--- src/rtl/cpu_bus_pkg.sv ---
// Shared bus definitions: default data width and an index-width helper
// that never yields a zero-width select.
package cpu_bus_pkg;

    localparam int DEFAULT_WIDTH = 32;

    function automatic int clog2_min1(input int n);
        return (n <= 2) ? 1 : $clog2(n);
    endfunction

endpackage

--- src/rtl/rr_arbiter.sv ---
// Combinational N-way arbiter producing a one-hot grant and its index.
// CHAN_MUX_RR_ARB_EN selects round-robin from ptr; otherwise fixed lowest-index priority.
module rr_arbiter
    import cpu_bus_pkg::*;
#(
    parameter int NCH  = 4,
    parameter int SELW = clog2_min1(NCH)
) (
    input  logic [NCH-1:0]  req,
    input  logic [SELW-1:0] ptr,
    output logic [NCH-1:0]  grant,
    output logic [SELW-1:0] gidx
);

    logic [NCH-1:0] cand;

`ifdef CHAN_MUX_RR_ARB_EN
    logic [NCH-1:0] hi_req;

    // Requests at or above ptr take precedence; fall back to the wrapped set.
    always_comb begin
        hi_req = '0;
        for (int i = 0; i < NCH; i++) begin
            hi_req[i] = req[i] && (i >= int'(ptr));
        end
        cand = (|hi_req) ? hi_req : req;
    end
`else
    logic unused_ptr;
    assign unused_ptr = ^ptr;
    assign cand       = req;
`endif

    always_comb begin
        logic found;
        found = 1'b0;
        grant = '0;
        gidx  = '0;
        for (int i = 0; i < NCH; i++) begin
            if (!found && cand[i]) begin
                found    = 1'b1;
                grant[i] = 1'b1;
                gidx     = SELW'(i);
            end
        end
    end

endmodule

--- src/rtl/chan_mux_rr.sv ---
// Registered N-channel valid/ready selector with a one-entry output register.
// Arbitration mode set by CHAN_MUX_RR_ARB_EN (round-robin) or fixed priority when undefined.
module chan_mux_rr
    import cpu_bus_pkg::*;
#(
    parameter int WIDTH = DEFAULT_WIDTH,
    parameter int NCH   = 4,
    parameter int SELW  = clog2_min1(NCH)
) (
    input  logic                 clk,
    input  logic                 rst_n,
    input  logic [NCH*WIDTH-1:0] in_data,
    input  logic [NCH-1:0]       in_valid,
    output logic [NCH-1:0]       in_ready,
    output logic [WIDTH-1:0]     out_data,
    output logic [SELW-1:0]      out_sel,
    output logic                 out_valid,
    input  logic                 out_ready
);

    logic             out_valid_q, out_valid_d;
    logic [WIDTH-1:0] out_data_q,  out_data_d;
    logic [SELW-1:0]  out_sel_q,   out_sel_d;
    logic [SELW-1:0]  ptr;
    logic [NCH-1:0]   grant;
    logic [SELW-1:0]  gidx;
    logic [WIDTH-1:0] sel_data;
    logic             load;
    logic             take;

    rr_arbiter #(.NCH(NCH), .SELW(SELW)) u_arb (
        .req   (in_valid),
        .ptr   (ptr),
        .grant (grant),
        .gidx  (gidx)
    );

    assign load     = ~out_valid_q | out_ready;
    assign take     = load & (|grant);
    assign in_ready = grant & {NCH{load & rst_n}};

    // One-hot AND-OR mux keeps in_data off every path except into the register.
    always_comb begin
        sel_data = '0;
        for (int i = 0; i < NCH; i++) begin
            if (grant[i]) sel_data = in_data[i*WIDTH +: WIDTH];
        end
    end

    always_comb begin
        out_valid_d = out_valid_q;
        out_data_d  = out_data_q;
        out_sel_d   = out_sel_q;
        if (load) begin
            out_valid_d = |grant;
            if (|grant) begin
                out_data_d = sel_data;
                out_sel_d  = gidx;
            end
        end
    end

    always_ff @(posedge clk) begin
        if (!rst_n) begin
            out_valid_q <= 1'b0;
            out_data_q  <= '0;
            out_sel_q   <= '0;
        end else begin
            out_valid_q <= out_valid_d;
            out_data_q  <= out_data_d;
            out_sel_q   <= out_sel_d;
        end
    end

`ifdef CHAN_MUX_RR_ARB_EN
    logic [SELW-1:0] ptr_q, ptr_d;

    always_comb begin
        ptr_d = ptr_q;
        if (take) ptr_d = (gidx == SELW'(NCH-1)) ? '0 : gidx + 1'b1;
    end

    always_ff @(posedge clk) begin
        if (!rst_n) ptr_q <= '0;
        else        ptr_q <= ptr_d;
    end

    assign ptr = ptr_q;
`else
    assign ptr = '0;
`endif

    assign out_valid = out_valid_q;
    assign out_data  = out_data_q;
    assign out_sel   = out_sel_q;

endmodule

--- config.mk ---
export PLATFORM = sky130hd
export DESIGN_NAME = chan_mux_rr
export DESIGN_NICKNAME = d
export VERILOG_FILES = /design/src/rtl/cpu_bus_pkg.sv /design/src/rtl/rr_arbiter.sv /design/src/rtl/chan_mux_rr.sv
export SDC_FILE = /design/constraint.sdc
export NUM_CORES = 1
export LEC_CHECK = 0
export ABC_AREA = 1
export BUFFER_PORTS_ARGS = -buffer_cell sky130_fd_sc_hd__buf_2
export CAP_MARGIN = 10
export CORE_ASPECT_RATIO = 1.2
export CORE_MARGIN = 3
export CORE_UTILIZATION = 38
export DETAILED_ROUTE_END_ITERATION = 8
export PLACE_DENSITY = 0.73
export SYNTH_ARGS = -nofsm -noshare
export SYNTH_HDL_FRONTEND = slang
export SYNTH_SLANG_ARGS = --single-unit
--- constraint.sdc ---
create_clock -name clk -period 1.07 [get_ports clk]
set_input_delay 0.1605 -clock clk [delete_from_list [all_inputs] [get_ports clk]]
set_output_delay 0.1605 -clock clk [all_outputs]
set_load 0.02 [all_outputs]
==> results_dict.tcl, run 1 <==
set metrics [dict create \
    globalRouteOverflowTotal 0 \
    outcome "finished, violations left" \
    fin_nets 753 \
    fin_tns_setup_ns -1.69 \
    start_util_pct 39.9 \
    finalCritPeriodShare_pct 109 \
    grt_usage_pct 22.9 \
    cp_max_fo 4 \
    drive_gt1_share_pct 35.2 \
    synth_flop_cell "dfxtp_1" \
    critPathArrivalTime_ns 1.01 \
    netlist_area_sq_um 2600 \
    pre_cts_ws_ns -0.234 \
    grt_pass1_vias 3405 \
    grt_util_met1_pct 24.1 \
    crit_required_ns 0.91 \
    grt_max_degree 40 \
    hpwl_um 6940 \
    total_power_uw 3810 \
    drv_cap 0 \
    die_area_sq_um 7880 \
    worst-r2r-setup-slack_ns -0.08 \
    gp_routability_congestion 0.810 \
    cellPowerDensity_nw_per_um2 1000 \
    antenna_found_initial 0 \
    grt_first_pass_wirelength_um 14500 \
    crit_cells 4 \
    synthTopCellsByCount "136 x nand2_1, 97 x nand3_1, 69 x nor2_1" \
    hold_violations 0 \
    path_class "flop to primary output" \
    finalClockSkew_ns 0.0104 \
    setup_slack_ns -0.0997 \
    layout_min_cycle_time_ns 1.17 \
    vias 3485 \
    critPathTopFamily "flip-flops" \
    cts_num_sinks 35 \
    gr-usage-met3_pct 4.84 \
    io_buffers 173 \
    r2r_cells 7 \
    dr.pass1.iters 4 \
    synthArstFlopShare_pct 0 \
    synth_area_per_cell_sq_um 5.77 \
    yosys.area.top_type "dfxtp_1" \
    drc 0 \
    ios 174 \
    worstPathCellList "nand2_4, nand2_8, nor2_4, buf_6" \
    clock-root-buffer "clkbuf_8" \
    viasPerCell 4.95 \
    slew_headroom_pct 61.9 \
    gr-max-usage-layer "met2" \
    die_x_um 81.5 \
    slowest_stage "dfxtp_2" \
    die_y_um 96.7 \
    syn2layout_area_growth_pct 46.2 \
    wl_per_cell_um 12.8 \
    antenna_violating_nets_post_route 0 \
    syn_inst 451 \
    critPathBufInv 1 \
    maxSlewViolCount 0 \
    cts_tree "built" \
    ir_worst_vdd_mv 0.478 \
    coreArea_sq_um 6530 \
    crit_path_end_kind "primary output" \
    synth_area_leaders "dfxtp_1 27%, nand2_1 20%, nand3_1 19%, nor2_1 10%, nand4_1 7.7%" \
    hp-class "input port to flop" \
    clockBufferDepth 2 \
    cp-start-kind "flop" \
    drtIter0Drc 174 \
    synth.most_common_cell "nand2_1" \
    clock_latency_ns 0.28 \
    worst_pin_slew_ns 0.571 \
    drt-total-wl_um 9000 \
    rows 32 \
    diodes 0 \
    synth_seq_cells 35 \
    cpPeakStageDelay_ns 0.34 \
    hold_buffers 0 \
    clk_pin_slew_ns 0.07 \
    holdPathStages 5 \
    use_met2_pct 42.6 \
    max_freq_ghz 0.855 \
    finalSetupViolCount 37 \
    grt_setup_unrepaired "yes" \
    synth-edff-count 0 \
    synth_top_area_share_pct 26.9 \
    cts_buffers 5 \
    yosysSeqAreaShare_pct 26.9 \
    violations "setup timing" \
    synth_nets 586 \
    ys_warn_count 0 \
    synth.distinct_cells 17 \
    h-tree-depth 2 \
    p_leak_uw 0.00213 \
]
-- logic make-up (layout without fill, tap and decap cells) --
family	count (synthesis)	in the layout	synth area share, %
flip-flops	35	35	26.9
AND/OR/NAND/NOR	337	337	57.9
AO/OA/AOI/OAI	4	4	0.769
buffers and inverters	75	243	14.4
-- metal layers --
metal  wire length (um)  vias to the layer above  part of all wire [%]
met1               3330                     1542                    37
met3                661                       21                   7.3
li1                   -                     1786                     -
met4                238                        0                   2.6
met2               4760                      136                    53
met5                  0                        -                     0
-- worst min-delay path, delay by kind of cell --
family	cells	cell delay [ns]
and+or+nand+nor	4	0.20
buffers and inverters	1	0.08
-- where the power goes --
| group | leakage (uW) | total (uW) | switching [uW] | internal, uW |
|---|---|---|---|---|
| Sequential | 0.000291 | 1490 | 60.1 | 1430 |
| Combinational | 0.00179 | 1400 | 796 | 602 |
| Clock | 0.0000422 | 920 | 463 | 457 |
| Total | 0.00213 | 3810 | 1320 | 2490 |
-- path summary, 6_finish.rpt --
kind | start | end
hold / removal | in_data[46] | out_data[14]$_SDFFE_PN0P_
setup / recovery | out_valid$_SDFFE_PN0P_ | in_ready[1]
setup reg to reg | out_valid$_SDFFE_PN0P_ | out_data[10]$_SDFFE_PN0P_
hold reg to reg | out_sel[1]$_SDFFE_PN0P_ | out_sel[1]$_SDFFE_PN0P_
-- final cells by class --
type	count	area, sq um
clock buffers	7	76.3
clock inverters	1	5.00
fillers	652	2720
inverters	37	139
multi-input cells	341	1590
flip-flops and latches	35	702
well taps	85	106
repair buffers	198	1180
-- state kept, by name, indices dropped and copies added, names as in the netlist --
register   flops
out_data      32
out_sel        2
out_valid      1
-- repair_timing --
action / 4_1_cts / 5_1_grt
setup buffers: 1 / 0
endpoints found under the setup margin: 4 / 39
gates cloned: 0 / 1
gates resized for setup: 9 / 2
endpoints found under the hold margin: 0 / 0
pin swaps: 2 / 0
-- per-stage QoR --
step | utilization, % | cell area (sq um) | std cells | hold slack, ns
detailed placement | 55.8 | 3640 | 694 | 0.455
global placement | 55.8 | 3640 | 694 | 0.454
finish | 58.3 | 3800 | 704 | 0.199
floorplan | - | 2650 | 451 | 0.381
CTS | 57.7 | 3770 | 703 | 0.189
global route | 58.3 | 3800 | 704 | 0.210
-- cell usage in the layout (no fill, tap or decap), drive strengths merged --
| master | n |
|---|---|
| a21oi | 3 |
| buf | 197 |
| clkbuf | 8 |
| clkinv | 1 |
| dfxtp | 35 |
| inv | 37 |
| nand2 | 137 |
| nand3 | 97 |
| nand3b | 1 |
| nand4 | 32 |
| nor2 | 70 |
| o21ai | 1 |
(Power assumes the default switching activity.)
==> run 2: changes to the inputs <==
Clock period 1.07 ns to 0.98 ns, I/O delays scaled along.
==> run 2 against run 1 <==
- the run still ends with setup timing left
- core utilization rose by 1.5 points
- power rose by 14%
- sequential share of layout area fell by 0.46 points
- register-to-register slack got worse by 0.05 ns
- clock skew fell by 0.0050 ns
- cell area rose by 2.6%
- non-clock buffer count rose by 2
- sequential cell count did not move
- global-route usage fell by 0.22 points
- cell count rose by 0.28%
- combinational power rose by 11%
- critical path depth did not move
- critical endpoint is now in_ready[3]
- largest cell class unchanged
- highest routed layer unchanged
==> results_dict.tcl, run 2 (synthesis gave the netlist of run 1 again) <==
set metrics [dict create \
    final_cells 706 \
    largest_reg_flops 32 \
    finalSetupViolCount 39 \
    cp_max_fo 4 \
    ir_worst_vdd_mv 0.573 \
    seqPwrFrac_pct 37.5 \
    layout_min_cycle_time_ns 1.15 \
    outcome "finished, violations left" \
    cp-start-kind "flop" \
    finalCritPeriodShare_pct 117 \
    netSwitchingFraction_pct 33.1 \
    drv_cap 0 \
    rows 32 \
    gp_routability_congestion 0.775 \
    vias 3408 \
    critPathArrivalTime_ns 1.00 \
    die_y_um 96.7 \
    start_util_pct 39.9 \
    diodes 0 \
    drtIter0Drc 154 \
    drc 0 \
    die_x_um 81.5 \
    globalRouteOverflowTotal 0 \
    coreArea_sq_um 6530 \
    hold_violations 0 \
    violations "setup timing" \
    holdPathStages 5 \
    setup_slack_ns -0.166 \
    clock-root-buffer "clkbuf_8" \
    worst_pin_slew_ns 0.231 \
    p_leak_uw 0.00217 \
    grt_usage_pct 22.7 \
    grt_pass1_vias 3179 \
    fin_nets 755 \
    drive_gt1_share_pct 35.9 \
    hp-class "input port to flop" \
    crit_path_end_kind "primary output" \
    pwr-share-clk_pct 26.3 \
    wl_per_cell_um 12.4 \
    h-tree-depth 2 \
    pre_cts_ws_ns -0.220 \
    clk_pin_slew_ns 0.07 \
    antenna_found_initial 0 \
    path_class "flop to primary output" \
    clock_latency_ns 0.28 \
    p_comb_share_pct 36.1 \
    syn2layout_area_growth_pct 50.0 \
    grt_setup_unrepaired "yes" \
    antenna_violating_nets_post_route 0 \
    final_cell_mix "164 x buf_2, 133 x nand2_1, 96 x nand3_1" \
    finalClockSkew_ns 0.00541 \
    maxSlewViolCount 0 \
    final_common_cell "buf_2" \
    dr.pass1.iters 4 \
    clockBufferDepth 2 \
    drt-total-wl_um 8770 \
    power.switching_uw 1430 \
    dp.cells 697 \
    utilization_pct 59.8 \
    internal-power_uw 2890 \
    max_freq_ghz 0.873 \
    grt_first_pass_wirelength_um 14400 \
    cts_buffers 5 \
    cts_tree "built" \
    viasPerCell 4.83 \
    ios 174 \
    grt_max_degree 37 \
    die_area_sq_um 7880 \
    r2r_cells 7 \
    slew_headroom_pct 84.6 \
    cellPowerDensity_nw_per_um2 1110 \
    crit_required_ns 0.83 \
    io_buffers 173 \
    hpwl_um 6870 \
    cts_num_sinks 35 \
]
[run 2: cell types whose count changed in the layout (fill, tap and decap cells not counted), sizes merged]
cell,change
buf,+3
clkinv,-1
[run 2: what timing repair did]
action,in CTS,in global routing
resized for setup,8,6
pin swaps,3,1
setup endpoints to repair,28,45
hold buffers,0,0
setup buffers,1,0
[run 2: power by group through the flow]
stage,Clock [uW],Sequential [uW],Combinational (uW)
3_3_place_gp,0,1650,1510
5_1_grt,1250,1640,1750
2_1_floorplan,0,1820,748
6_report,1140,1620,1560
3_5_place_dp,0,1660,1540
4_1_cts,1170,1630,1560
[run 2: stage by stage]
| stage | instance area (sq um) | TNS, ns | hold slack (ns) | total power [uW] |
|---|---|---|---|---|
| CTS | 3890 | -4.65 | 0.188 | 4360 |
| floorplan | 2690 | -0.369 | 0.367 | 2570 |
| global route | 3900 | -6.89 | 0.209 | 4640 |
| detailed placement | 3750 | -6.60 | 0.462 | 3200 |
| finish | 3900 | -4.11 | 0.190 | 4330 |
| global placement | 3750 | -5.39 | 0.457 | 3170 |
[run 2: worst paths after layout]
check	to	startpoint	slack, ns
worst max-delay path	in_ready[3]	out_valid$_SDFFE_PN0P_	-0.17
worst min-delay path	out_data[14]$_SDFFE_PN0P_	in_data[46]	0.19
worst max register to register	out_data[4]$_SDFFE_PN0P_	out_valid$_SDFFE_PN0P_	-0.13
worst min register to register	out_sel[1]$_SDFFE_PN0P_	out_sel[1]$_SDFFE_PN0P_	0.47
[run 2: cell type report]
type | count | area (sq um)
Fill cell | 652 | 2620
Timing Repair Buffer | 200 | 1260
Tap cell | 85 | 106
Clock buffer | 8 | 100
Multi-Input combinational cell | 341 | 1600
Inverter | 37 | 141
Sequential cell | 35 | 702
[run 2: critical path, stage by stage, from the launching register on]
cell and delay [ns]:
dfxtp_2 0.34, nand2_4 0.08, nand2_8 0.08, nor2_4 0.10, buf_6 0.12
[run 2: metal layers]
layer	up-vias	wire length [um]	track usage, %
li1	1788	-	-
met1	1476	3570	28.0
met2	131	4440	39.3
met3	13	632	4.19
met4	0	135	5.98
met5	-	0	0
